--- src/rtl/enc_pkg.sv ---
// enc_pkg: shared definitions for the one-hot encode/decode pair.
//   ENC_W     - binary code width
//   ENC_N     - one-hot width (2^ENC_W - 1); the all-zero word encodes CODE_NONE
//   code_t    - binary code type
//   onehot_t  - one-hot word type
//   CODE_NONE - code carried by an all-zero one-hot word
package enc_pkg;

    localparam int ENC_W = 4;
    localparam int ENC_N = 15;

    typedef logic [ENC_W-1:0] code_t;
    typedef logic [ENC_N-1:0] onehot_t;

    localparam code_t CODE_NONE = code_t'((1 << ENC_W) - 1);

endpackage

--- src/rtl/onehot_prio_idx.sv ---
// onehot_prio_idx: combinational lowest-set-bit finder for a one-hot word.
// Ports:
//   vec   in  N  one-hot (or malformed) word
//   idx   out W  index of the lowest set bit (all ones when no bit is set)
//   any   out 1  at least one bit set
//   multi out 1  two or more bits set
module onehot_prio_idx
    import enc_pkg::*;
#(
    parameter int W = ENC_W,
    parameter int N = ENC_N
) (
    input  logic [N-1:0] vec,
    output logic [W-1:0] idx,
    output logic         any,
    output logic         multi
);

    always_comb begin
        idx = '1;
        // Scan from the top down so the last hit is the lowest set bit.
        for (int i = N - 1; i >= 0; i--) begin
            if (vec[i]) begin
                idx = W'(i);
            end
        end
    end

    assign any = |vec;

    // Clearing the lowest set bit leaves something only if two or more were set.
    assign multi = |(vec & (vec - N'(1)));

endmodule

--- src/rtl/dec_onehot2bin.sv ---
// dec_onehot2bin: registered one-hot to binary converter with malformed-word
// detection and a saturating error counter. Single-entry pipeline register.
// Handshake: a transfer happens on a rising edge where valid && ready are both
// high; valid never depends on ready, in_ready = !out_valid || out_ready.
// Ports:
//   clk       in   1     clock, rising edge
//   rst       in   1     synchronous active-low reset
//   in_valid  in   1     upstream word valid
//   in_ready  out  1     block can accept a word this cycle
//   in        in   N     one-hot word
//   out_valid out  1     out/out_err hold a result (also the EMPTY/FULL state)
//   out_ready in   1     downstream accepts the result
//   out       out  W     decoded index (lowest set bit; all ones for all-zero)
//   out_err   out  1     result came from a multi-hot word
//   err_cnt   out  CNTW  saturating count of accepted multi-hot words
//   err_clr   in   1     synchronous clear of err_cnt (wins over increment)
module dec_onehot2bin
    import enc_pkg::*;
#(
    parameter int W    = ENC_W,
    parameter int N    = ENC_N,
    parameter int CNTW = 8
) (
    input  logic            clk,
    input  logic            rst,
    input  logic            in_valid,
    output logic            in_ready,
    input  logic [N-1:0]    in,
    output logic            out_valid,
    input  logic            out_ready,
    output logic [W-1:0]    out,
    output logic            out_err,
    output logic [CNTW-1:0] err_cnt,
    input  logic            err_clr
);

    logic [W-1:0] lo_idx;
    logic         lo_any;
    logic         lo_multi;
    logic         accept;

    onehot_prio_idx #(
        .W (W),
        .N (N)
    ) u_prio (
        .vec   (in),
        .idx   (lo_idx),
        .any   (lo_any),
        .multi (lo_multi)
    );

    assign in_ready = !out_valid || out_ready;
    assign accept   = in_valid && in_ready;

    // out_valid is the whole state: 0 = EMPTY, 1 = FULL.
    always_ff @(posedge clk) begin
        if (!rst) begin
            out_valid <= 1'b0;
            out       <= '0;
            out_err   <= 1'b0;
        end else if (accept) begin
            out_valid <= 1'b1;
            // All-zero is the legal encoding of the top code, not an error.
            out       <= lo_any ? lo_idx : '1;
            out_err   <= lo_multi;
        end else if (out_ready) begin
            // Transfer without a new word: data is left as don't-care.
            out_valid <= 1'b0;
        end
    end

    always_ff @(posedge clk) begin
        if (!rst) begin
            err_cnt <= '0;
        end else if (err_clr) begin
            err_cnt <= '0;
        end else if (accept && lo_multi && (err_cnt != '1)) begin
            err_cnt <= err_cnt + CNTW'(1);
        end
    end

endmodule

--- config.mk ---
export PLATFORM = sky130hd
export DESIGN_NAME = dec_onehot2bin
export DESIGN_NICKNAME = d
export VERILOG_FILES = /design/src/rtl/enc_pkg.sv /design/src/rtl/onehot_prio_idx.sv /design/src/rtl/dec_onehot2bin.sv
export SDC_FILE = /design/constraint.sdc
export NUM_CORES = 1
export LEC_CHECK = 0
export BUFFER_PORTS_ARGS = -buffer_cell sky130_fd_sc_hd__buf_4
export CORE_ASPECT_RATIO = 1.5
export CORE_MARGIN = 2
export CORE_UTILIZATION = 30
export DETAILED_ROUTE_END_ITERATION = 16
export PLACE_DENSITY = 0.59
export SYNTH_ARGS = -nofsm -noshare
export SYNTH_HDL_FRONTEND = slang
export SYNTH_SLANG_ARGS = --single-unit
--- constraint.sdc ---
create_clock -name clk -period 5.1 [get_ports clk]
set_clock_uncertainty 0.1 [all_clocks]
set_input_delay 0 -clock clk [delete_from_list [all_inputs] [get_ports clk]]
set_output_delay 0 -clock clk [all_outputs]
set_load 0.01 [all_outputs]
## Yosys cells after proc, flatten, opt, wreduce, memory -nomap -nowiden

Cells that the tools add are included.

- Equality and inequality tests: 1
- Bitwise gates (word level): 2
- Mux-type cells: 18
- $add $sub $neg: 2
- Reductions and logical operators: 9

Operators with widths:

| cell | number |
|---|---|
| 4-bit two-way mux | 9 |
| 15-bit OR reduction | 2 |
| 15-bit AND | 1 |
| 15-bit by 1-bit subtractor with 15-bit output (second input constant) | 1 |
| 3-bit two-way mux | 4 |
| 8-bit by 1-bit adder with 8-bit output (second input constant) | 1 |
| 8-bit inequality test (second input constant) | 1 |
| 2-bit two-way mux | 2 |
| 1-bit logical AND | 3 |
| 1-bit two-way mux | 3 |
| 2-bit nonzero test | 1 |
| 2-bit OR reduction | 1 |
| 1-bit zero test | 1 |
| 1-bit logical OR | 1 |
| 1-bit NOT | 1 |

- Bits of input ports: 20
- Output and inout port bits: 15
- Flip-flop bits (word level): 14

## Depth between registers and ports, before layout

- Word-level depth: 16
- Gate-level depth with buffers: 8
- Depth with buffers taken out: 6

## Cells and area by module

From an unflattened synthesis, not the netlist that was laid out.

- Cells, all modules: 119
- Area, all modules: 958.4 µm²

By module, submodules not included:

| module | times used | cells each | sequential area each (µm²) | area each (µm²) |
|---|---|---|---|---|
| dec_onehot2bin | 1 | 75 | 280.3 | 671.9 |
| onehot_prio_idx | 1 | 44 | 0.0 | 286.5 |

## Worst setup path before layout

Ideal clock, no wire load.

- Kind: in2reg
- From: input port in[1]
- To: register err_cnt[6]
- Required time: 4.914 ns
- Library setup time: 0.086 ns
- Path slack: 3.102 ns
- Arrival time: 1.812 ns
- Stages: 8
- Cell sequence: or4_1 > buf_2 > nor4_2 > o32ai_1 > nor4_4 > buf_6 > nor3_1 > a211oi_1

- Word-level cells in the longest chain between the ends: 5

RTL lines:

| element | line | source |
|---|---|---|
| from (decl) | dec_onehot2bin.sv:28 | `input logic [N-1:0] in,` |
| 15-bit by 1-bit subtractor with 15-bit output | onehot_prio_idx.sv:32 | `assign multi = \|(vec & (vec - N'(1)));` |
| 15-bit AND (*) | onehot_prio_idx.sv:32 |  |
| 15-bit OR reduction (*) | onehot_prio_idx.sv:32 |  |
| 1-bit logical AND (*) (2 in a row) | dec_onehot2bin.sv:77 | `end else if (accept && lo_multi && (err_cnt != '1)) begin` |
| to (signal assigned) | dec_onehot2bin.sv:78 | `err_cnt <= err_cnt + CNTW'(1);` |
| to (decl) | dec_onehot2bin.sv:33 | `output logic [CNTW-1:0] err_cnt,` |

Every way passes the cells marked *; elsewhere a longest branch is shown, timed or not.
A chain may end at the register's enable or synchronous reset.

## Final worst setup path

- From: input port in[1]
- To: register err_cnt[7]

The elaborated chain is that of the path after synthesis.

==> results.md <==
- Status: finished clean
- Initial drt markers: 21
- Setup violations, final: 0
- DR pass1 iterations: 4
- Unrepaired setup endpoints after global routing: false
- Tcrit/Tclk final: 55.2%
- Crit Path Category: in2reg
- Clock insertion delay at the later pin of the skew report: 0.25 ns
- Slew Viols, Final: 0
- Synthesized instance count: 120
- Pleak: 0.523 nW
- Final Hold Vio Count: 0
- CTS H-tree depth: 1
- Drt total wl: 2.58 mm
- Period minus WS final: 2.81 ns
- Gp weighted congestion: 0.797
- DRC Markers: 0
- Required @ worst endpoint: 5.17 ns
- FFs w/ async S/R, synth: 0%
- Vias in the first global route: 1012
- Clock Root Buffer: clkbuf_8
- Slew @ Worst Pin: 0.718 ns
- Initial core utilization: 31.5%
- Total track usage: 15.3%
- VDD IR max: 0.102 mV
- Worst EP arrival: 2.88 ns
- Filler Cells Inserted: 327
- TritonCTS Buffers: 3
- Die Span Y: 72.1 microns
- Mapped cell area: 927 sq um
- Min-Delay Path Class: in2reg
- Synthesized flop and latch total: 14
- Clock Tree Buf Depth: 2
- # diodes: 0
- Die ar.: 3560 sq um
- Largest net degree at the start of global routing: 17
- Net count after synthesis: 141
- Crit-path max FO: 16
- Routed WL per cell: 13.0 microns
- PortBufs: 34
- Critical Path End Type: flip-flop
- Max_slew headroom: 51.8%
- Core Region: 2940 sq um
- Grt total ovfl: 0
- R2R cell count: 6
- Post-Layout Cell Count: 199
- First-pass GRT wire length: 4.22 mm
- EDFF count, synth: 0
- Syn Area/Cell: 7.73 sq um
- Peak Freq: 355 MHz
- Cell variety after synth: 36
- CTS resizes: 0
- Post-DP HPWL: 2.02 mm
- Via density per instance: 5.45
- Total negative setup slack: 0 ns
- Seq/Total Area, Yosys: 30.2%
- Core Util, Final: 44.9%
- Top_reg_cell synth: dfxtp_1
- Antenna violations before repair: 0
- Number of synthesis warnings: 0
- TritonCTS Sinks: 14
- CTS tree: built
- DRT antenna net count: 0
- DR vias: 1085
- Dpl cells: 189
- CTS clk-pin slew, worst paths: 0.06 ns
- FF+latch area: 280 sq um
- Max-Cap Viols: 0
- Share of layout cells above drive strength 1: 27.5%
- Multi-input logic area: 608 sq um
- PD cells: 207 nW/um^2
- Num rows: 24
- Hold Crit Depth: 3
- Die width: 49.4 microns
- CP Launch Type: input port
- IO Pins: 35
- Final nets: 182
- Area delta synth->final: 42.6%
-- logic make-up after synthesis --
logic type / share of synthesized area, %
adders and majority gates: 2.43
DFF: 30.2
muxes: 1.08
AOI/OAI and AO/OA: 25.6
buffers and inverters: 4.18
and+or+nand+nor: 36.4
-- worst max-delay path, cell delays in order --
cell,delay (ns)
dlygate4sd3_1,0.53
buf_4,0.15
or4_1,0.70
nor4_2,0.30
o32ai_1,0.15
nor4_4,0.69
nor3_1,0.11
a211oi_1,0.24
-- sequential cells by signal, summed over array words and instances, names as in the netlist --
register / count
out_err: 1
err_cnt: 8
out_valid: 1
out: 4
-- area by class of cell --
| cell class | count | area share, % |
|---|---|---|
| multi-input combinational | 98 | 46.0 |
| timing repair buffer | 40 | 23.8 |
| sequential | 14 | 21.2 |
| clock buffer | 4 | 4.16 |
| tap | 39 | 3.69 |
| inverter | 4 | 1.14 |
-- placed cells by master, fill, tap and decap left out, types with 2 or more instances in the layout --
cell type and count:
a211oi_1 6, a21oi_1 11, and2_1 2, and3_1 2, buf_4 34, clkbuf_8 4
dfxtp_1 14, dlygate4sd3_1 6, inv_1 4, nand2_1 9, nand2b_1 2, nand3_1 3
nand4_1 3, nor2_1 11, nor2b_1 2, nor3_1 9, o211ai_1 3, o21ai_0 5
o21ba_2 2, o21bai_1 2, o31ai_1 3, or3_1 4, or4_1 6
-- final timing paths --
kind	from	to	slack [ns]
worst min-delay path	rst	out[2]	0.02
worst max-delay path	in[1]	err_cnt[7]	2.29
worst min register to register	out[1]	out[1]	0.37
worst max register to register	out_valid	out[0]	3.36
-- report_power, final --
| part | internal [W] | switching, W | leakage (nW) | total, W |
|---|---|---|---|---|
| Clock | 0.0000685 | 0.0000416 | 0.0288 | 0.000110 |
| Combinational | 0.0000242 | 0.0000252 | 0.380 | 0.0000494 |
| Sequential | 0.000112 | 0.00000171 | 0.114 | 0.000114 |
-- cell usage after synthesis (all sizes together) (3+ instances only) --
cell type,n,share of area [%]
inv,4,1.6
o211ai,3,2.4
or3,4,2.7
a211oi,6,4.9
nor3,10,5.9
a21oi,11,5.9
or4,6,4.9
dfxtp,14,30
nand2,9,3.6
nor2,11,4.5
nand3,3,1.6
o31ai,3,2.4
nor4,3,4.3
o21ai,5,2.7
nand4,3,2.0
-- metal layers --
| metal | wire length [microns] | up-vias | global-route usage (%) | share of wire (%) |
|---|---|---|---|---|
| li1 | - | 541 | - | - |
| met1 | 1070 | 500 | 15.7 | 42 |
| met2 | 1340 | 42 | 28.4 | 52 |
| met3 | 148 | 2 | 3.29 | 5.7 |
| met4 | 24 | 0 | 8.64 | 0.93 |
| met5 | 0 | - | 0 | 0 |
-- timing repair --
action,4_1_cts,5_1_grt
buffers inserted,0,0
hold buffers,6,0
endpoints found under the hold margin,6,0
-- stage by stage --
stage	hold WS [ns]	cell area [sq um]	power, W	setup WS (ns)
floorplan	0.00575	927	0.000135	3.10
global placement	0.141	1210	0.000161	2.66
detailed placement	0.149	1210	0.000162	2.62
CTS	0.0146	1320	0.000277	2.31
global route	0.0337	1320	0.000286	2.09
finish	0.0152	1320	0.000273	2.29
Power figures use the tool's default switching activity.
